### src/rtl/gpr_file.sv
// gpr_file: integer register file fed by the writeback stage.
//
// Purpose:
//   - 31 general-purpose registers (x1..x31); x0 is hard-wired to zero.
//   - Two combinational read ports with same-cycle write-to-read bypass.
//   - Single-entry trap capture latch drained by the trap unit via valid/ack.
//   - Counter of committed register writes (wraps modulo 2^XLEN).
//
// Ports:
//   clk, resetn                      clock, async active-low reset
//   wb_rd, wb_wd, wb_we              writeback write port
//   exc_in, exc_pc_in, exc_cause_in  exception report from writeback
//   rs1_addr/rs1_data, rs2_addr/rs2_data   combinational read ports
//   trap_valid, trap_pc, trap_cause, trap_overrun, trap_ack   trap latch
//   commit_count                     committed-write counter
module gpr_file #(
  parameter int unsigned XLEN = 32'd64
) (
  input  logic            clk,
  input  logic            resetn,
  input  logic [4:0]      wb_rd,
  input  logic [XLEN-1:0] wb_wd,
  input  logic            wb_we,
  input  logic            exc_in,
  input  logic [XLEN-1:0] exc_pc_in,
  input  logic [3:0]      exc_cause_in,
  input  logic [4:0]      rs1_addr,
  input  logic [4:0]      rs2_addr,
  output logic [XLEN-1:0] rs1_data,
  output logic [XLEN-1:0] rs2_data,
  output logic            trap_valid,
  output logic [XLEN-1:0] trap_pc,
  output logic [3:0]      trap_cause,
  output logic            trap_overrun,
  input  logic            trap_ack,
  output logic [XLEN-1:0] commit_count
);

  typedef enum logic {
    TRAP_EMPTY = 1'b0,
    TRAP_FULL  = 1'b1
  } trap_state_t;

  logic [XLEN-1:0] r_regs [0:31];
  logic [XLEN-1:0] r_commit_count;
  trap_state_t     r_trap_state;
  logic [XLEN-1:0] r_trap_pc;
  logic [3:0]      r_trap_cause;
  logic            r_trap_overrun;

  logic            w_commit;
  logic [XLEN-1:0] w_rs1_data;
  logic [XLEN-1:0] w_rs2_data;

  // An exception in the same cycle squashes the write; x0 is never written.
  assign w_commit = wb_we && (wb_rd != 5'd0) && !exc_in;

  // Register array and commit counter update.
  always_ff @(posedge clk or negedge resetn) begin
    if (!resetn) begin
      for (int i = 0; i < 32; i++) begin
        r_regs[i] <= {XLEN{1'b0}};
      end
      r_commit_count <= {XLEN{1'b0}};
    end else begin
      if (w_commit) begin
        r_regs[wb_rd]  <= wb_wd;
        r_commit_count <= r_commit_count + {{(XLEN-1){1'b0}}, 1'b1};
      end
    end
  end

  // Read port 1: x0 first, then bypass of a committing write, then storage.
  always_comb begin
    w_rs1_data = {XLEN{1'b0}};
    if (rs1_addr == 5'd0) begin
      w_rs1_data = {XLEN{1'b0}};
    end else if (w_commit && (wb_rd == rs1_addr)) begin
      w_rs1_data = wb_wd;
    end else begin
      w_rs1_data = r_regs[rs1_addr];
    end
  end

  // Read port 2: same priority as port 1.
  always_comb begin
    w_rs2_data = {XLEN{1'b0}};
    if (rs2_addr == 5'd0) begin
      w_rs2_data = {XLEN{1'b0}};
    end else if (w_commit && (wb_rd == rs2_addr)) begin
      w_rs2_data = wb_wd;
    end else begin
      w_rs2_data = r_regs[rs2_addr];
    end
  end

  // Trap capture latch: EMPTY/FULL with sticky overrun flag.
  always_ff @(posedge clk or negedge resetn) begin
    if (!resetn) begin
      r_trap_state   <= TRAP_EMPTY;
      r_trap_pc      <= {XLEN{1'b0}};
      r_trap_cause   <= 4'd0;
      r_trap_overrun <= 1'b0;
    end else begin
      case (r_trap_state)
        TRAP_EMPTY: begin
          // An ack while empty has nothing to consume and is ignored.
          if (exc_in) begin
            r_trap_pc    <= exc_pc_in;
            r_trap_cause <= exc_cause_in;
            r_trap_state <= TRAP_FULL;
          end else begin
            r_trap_state <= TRAP_EMPTY;
          end
        end
        TRAP_FULL: begin
          if (trap_ack) begin
            // Accepted ack clears overrun; a simultaneous exception is a
            // lossless hand-off and refills the latch.
            r_trap_overrun <= 1'b0;
            if (exc_in) begin
              r_trap_pc    <= exc_pc_in;
              r_trap_cause <= exc_cause_in;
              r_trap_state <= TRAP_FULL;
            end else begin
              r_trap_state <= TRAP_EMPTY;
            end
          end else if (exc_in) begin
            // Keep the older trap; record that a newer one was lost.
            r_trap_overrun <= 1'b1;
          end else begin
            r_trap_state <= TRAP_FULL;
          end
        end
        default: begin
          r_trap_state <= TRAP_EMPTY;
        end
      endcase
    end
  end

  assign rs1_data     = w_rs1_data;
  assign rs2_data     = w_rs2_data;
  assign trap_valid   = (r_trap_state == TRAP_FULL);
  assign trap_pc      = r_trap_pc;
  assign trap_cause   = r_trap_cause;
  assign trap_overrun = r_trap_overrun;
  assign commit_count = r_commit_count;

endmodule

### config.mk
export PLATFORM = sky130hd
export DESIGN_NAME = gpr_file
export DESIGN_NICKNAME = d
export VERILOG_FILES = /design/src/rtl/gpr_file.sv
export SDC_FILE = /design/constraint.sdc
export NUM_CORES = 2
export LEC_CHECK = 0
export CAP_MARGIN = 20
export CORE_MARGIN = 2
export CORE_UTILIZATION = 45
export DETAILED_ROUTE_END_ITERATION = 12
export DONT_BUFFER_PORTS = 1
export RECOVER_POWER = 100
export SETUP_SLACK_MARGIN = 0.4
export SYNTH_ARGS = -nofsm -noshare
export SYNTH_HDL_FRONTEND = slang
export SYNTH_SLANG_ARGS = --single-unit
### constraint.sdc
create_clock -name clk -period 2.15 [get_ports clk]
set_input_delay 0.1075 -clock clk [delete_from_list [all_inputs] [get_ports clk]]
set_output_delay 0.1075 -clock clk [all_outputs]
set_load 0.005 [all_outputs]
# [Word-level counts from Yosys, hierarchy flattened]
# Cells that the tools add are included.
[totals] memories=0 romBits=0 mem_bits_rw=0 out_inout_bits=262 elab_cells=84 reg_bits=2182 latch_bits=0 input_bits=152
[classes] n_lt_le_gt_ge=4 addsub=1 bitwise_logic=4 muxes=24 div=0 n_eq_ne=3 n_reduce_logical=11 shifts=0 multipliers=0
[op_table] op="$bwmux W2048" count=1
[op_table] op="$mux W64" count=11
[op_table] op="$bmux W64 S5" count=2
[op_table] op="$demux W64 S5" count=1
[op_table] op="$pmux W64 S2" count=1
[op_table] op="$add A64 B1 Y64 const B" count=1
[op_table] op="$ge A6 B6 Y1 const B" count=3
[op_table] op="$not A5 Y6" count=3
[op_table] op="$eq A5 B5 Y1" count=2
[op_table] op="$logic_not A5 Y1" count=2
[op_table] op="$mux W4" count=2
[op_table] op="$pmux W4 S2" count=1
[op_table] op="$lt A6 B1 Y1 const B" count=1
[op_table] op="$logic_and A1 B1 Y1" count=5
[op_table] op="$reduce_bool A5 Y1" count=1
[op_table] op="$mux W1" count=4
[op_table] op="$ne A2 B2 Y1 const B" count=1
[op_table] op="$pmux W1 S2" count=1
[op_table] op="$reduce_and A2 Y1" count=1
[op_table] op="$reduce_bool A2 Y1" count=1
[op_table] op="$logic_not A1 Y1" count=1
[op_table] op="$not A1 Y1" count=1

# [Logic depth before layout (Yosys ltp)]
[depth] word_depth=6 depth_mapped=12 mapped_depth_nobuf=6

# [Least setup slack after synthesis]
# No wires, ideal clock.
[synth_path] kind="reg2reg" startpoint="reg r_commit_count[33] (netlist: commit_count[33])" endpoint="reg r_commit_count[56] (netlist: commit_count[56])" period_less_slack_ns=2.230 required_ns=2.071 path_buffers=0 arrival_time_ns=2.151 stages_incl_launch_ff=7 setup_time_ns=0.079 setup_slack_ns=-0.080 cell_sequence="dfrtp_1 nand3_2 or3_1 or4_4 or4_4 nor2_1 xor2_1"
[synth_between] elab_chain_len=1
[synth_lines] item="from (decl)" line="45" text="logic [XLEN-1:0] r_commit_count;"
[synth_lines] item="from (signal assigned)" line="64" text="r_commit_count <= {XLEN{1'b0}};"
[synth_lines] item="from (signal assigned)" line="68" text="r_commit_count <= r_commit_count + {{(XLEN-1){1'b0}}, 1'b1};"
[synth_lines] item="$add A64 B1 Y64" line="68"
# Every way passes these cells.
# A chain may end at the register's enable or synchronous reset.

# [Final worst setup path]
[layout_path] startpoint="in rs2_addr[1]" endpoint="out rs2_data[21]"
[layout_between] elab_chain_len=6 elab_cells_between_ends=9 cone_classes="1 x eq/ne; 5 x mux; 1 x bitwise; 2 x reduce/logical"
[layout_lines] item="from (decl)" line="28" text="input logic [4:0] rs2_addr,"
[layout_lines] item="$not A5 Y6 (implied by the code)" line="93" text="w_rs2_data = r_regs[rs2_addr];"
[layout_lines] item="$bmux W64 S5" line="93"
[layout_lines] item="$mux W64 (implied by the code) (2 in a row)" line="93"
[layout_lines] item="$mux W64" line="90" text="end else if (w_commit && (wb_rd == rs2_addr)) begin"
[layout_lines] item="$mux W64 *" line="88" text="if (rs2_addr == 5'd0) begin"
[layout_lines] item="to (decl)" line="30" text="output logic [XLEN-1:0] rs2_data,"
# Every way passes the cells marked *; elsewhere a longest branch is shown, timed or not. The select of a mux whose other input is x is not followed.

==> flow_metrics.tcl <==
set metrics [dict create \
    numCtsBuffers 239 \
    synth.most_common_cell "dfrtp_1" \
    dr.first_iter.drc_count 7492 \
    min_path_type "in -> async" \
    place_hpwl_mm 213.2 \
    max-slew-margin-rel_pct -65.38 \
    netlist_top_cells_area "dfrtp_1 47%, mux2_2 20%, mux4_2 19%" \
    drt_first_pass_iters 5 \
    clk_pin_slew_worst_paths_ns 0.06 \
    setup_viol_count_final 968 \
    finClkSkew_ns 0.02905 \
    drc_errors 0 \
    synth_edf_count 0 \
    yosys_warnings 0 \
    grt_pass1_wl_mm 569.1 \
    dp_cells 10917 \
    cts_max_path_buffers 3 \
    core_area_um2 254400 \
    rows 185 \
    area_delta_synth_final_pct 18.61 \
    cts_sinks 2182 \
    fp.dieW_um 510.1 \
    routed_wl_mm 406.1 \
    drv_slew 690 \
    cts_root_buf "clkbuf_16" \
    final_nets 8380 \
    grt_use_total_pct 29.90 \
    num_vias 77529 \
    portBuffers 0 \
    gp_congestion 0.7960 \
    finalNonFillerCells 11796 \
    grt_max_degree 603 \
    synth.distinct_cells 63 \
    rsz0062_at_grt "true" \
    ir_worst_vdd_mv 0.9034 \
    avgSynthCellArea_um2 14.50 \
    worstPathRequired_ns 2.04 \
    tightest_slew_ns 2.481 \
    start_util_pct 45.31 \
    tritoncts "yes" \
    critPathLaunchType "input port" \
    place_ws_ns -1.886 \
    layout-drive-gt1-share_pct 53.34 \
    synth_top_area_share_pct 47.37 \
    synthesis.area_um2 115300 \
    crit_fanout 420 \
    grt-ovfl-total 0 \
    wire_per_inst_um 34.43 \
    setup_ws_ns -1.230 \
    placed_area_um2 122300 \
    leakage_nw 60.79 \
    syn_inst 7947 \
    ys.flop_type "dfrtp_1" \
    cap_violations 6 \
    synth_area_leader_cell "dfrtp_1" \
    fin_area_um2 136700 \
    synth_commonest_cells "2,182 x dfrtp_1, 2,003 x mux2_2, 957 x mux4_2, 633 x clkbuf_1, 363 x mux2i_1" \
    worstSetupEndpointType "output port" \
    fin_hold_ws_ns -1.074 \
    post-route-period-util_pct 157.2 \
    grt_pass1_vias 79350 \
    finalCriticalPeriod_ns 3.380 \
    synth_nets 8100 \
    power_per_cell_area_nw_per_um2 830.2 \
    h-tree-depth 4 \
    worstSkewPairLatency_ns 0.90 \
    num_io_pins 414 \
    grt_antenna_before_repair 17 \
    viasPerCell 6.572 \
    fmax_ghz 0.2959 \
    violations "negative hold slack, max-capacitance violations, max-slew violations, negative setup slack" \
    status "finished, violations left" \
    die_area_um2 260200 \
    yosysSeqAreaShare_pct 47.37 \
    yosys_register_bits 2182 \
    crit_type "in -> out" \
    hold_viol_final 325 \
    async_reset_ff_share_pct 100.0 \
    worstPathArrival_ns 3.27 \
    die_h_um 510.1 \
    postRouteAntennaNets 0 \
]
## flip-flops by register name, indices dropped and copies added, names as in the netlist
| name | count |
|---|---|
| r_regs | 2048 |
| commit_count | 64 |
| trap_pc | 64 |
| trap_cause | 4 |
| trap_overrun | 1 |
| trap_valid | 1 |
## path summary, 6_finish.rpt
path	startpoint	to	slack, ns	depth (start not counted)
max	rs2_addr[1]	rs2_data[21]	-1.23	9
min	resetn	r_regs[1744]$_DFFE_PN0P_	-1.07	0
max reg2reg	commit_count[4]$_DFFE_PN0P_	commit_count[46]$_DFFE_PN0P_	-0.25	7
min reg2reg	r_regs[2042]$_DFFE_PN0P_	r_regs[2042]$_DFFE_PN0P_	0.39	0
max in group asynchronous	resetn	r_regs[872]$_DFFE_PN0P_	-0.40	4
min in group clk	wb_wd[35]	r_regs[1315]$_DFFE_PN0P_	0.02	2
## per-stage QoR
step | setup TNS [ns] | power, mW | util [%]
finish | -270.02 | 113.5 | 53.75
detailed placement | -1153.46 | 67.06 | 48.09
global placement | -1202.43 | 66.19 | 48.08
CTS | -82.56 | 112.3 | 53.18
floorplan | 0 | 63.18 | -
global route | -606.54 | 117.6 | 53.74
## metal layers
metal  global-route usage, %  vias to the layer above  routed length [um]
met5                       0                        -                   0
met4                   11.00                        0               17610
met3                   6.158                      849               34660
met2                   47.41                     3474              189500
met1                   40.78                    42128              164400
li1                        -                    31078                   -
## cell usage in the layout, fill, tap and decap left out, drive strengths merged, types with 14 or more instances in the layout
cell type / instances
mux2: 2003
clkbuf: 557
nand2: 296
nand4: 22
nand2b: 16
clkinv: 39
bufinv: 27
a211oi: 43
buf: 521
mux2i: 363
and2: 15
mux4: 957
xor2: 32
inv: 25
a221oi: 148
a22oi: 55
or2: 14
xnor2: 41
dlygate4sd3: 207
o31ai: 20
nor3: 42
nor2: 128
a31oi: 30
nand3: 95
dfrtp: 2182
a32oi: 14
a21oi: 150
and3: 24
o21ai: 194
a221o: 19
nor2b: 32
## layout make-up
type | instances | area, um2
multi-input combinational | 4848 | 59690
timing repair buffer | 941 | 9889
inverter | 15 | 75.07
fill | 20567 | 117700
sequential | 2182 | 54600
tap | 3366 | 4212
clock buffer | 356 | 7046
antenna | 8 | 20.02
clock inverter | 80 | 1187
## cells by family (layout without fill, tap and decap cells)
group	Yosys count	count (layout)	synth area share [%]
multiplexers	3323	3323	41.42
flip-flops	2182	2182	47.37
buffers and inverters	917	1392	3.469
AO/OA/AOI/OAI	739	739	4.319
AND/OR/NAND/NOR	712	712	2.859
XOR/XNOR	73	73	0.5547
adder cells (fa/ha/maj)	1	1	0.01085
other	0	8	0
## critical path: stages
cell and delay [ns]:
nor2b_4 0.57, buf_12 0.21, buf_12 0.16, a221oi_2 0.37
o21ai_1 0.11, a21boi_0 0.18, o32a_1 0.42, nand2_2 0.12
buf_12 0.13
## repair_timing
item | CTS | global route
hold buffers | 213 | 3
pin swaps | 173 | 141
resized for setup | 376 | 215
hold endpoints to repair | 2709 | 556
setup endpoints to repair | 1048 | 1226
buffers inserted | 86 | 48
gates cloned | 6 | 36
## where the power goes
part,switching [mW],leakage (nW),internal (mW)
logic,8.13,27.8,11.7
clock network,17.8,4.06,25.8
registers,3.80,28.9,46.3
(Power assumes the default switching activity.)
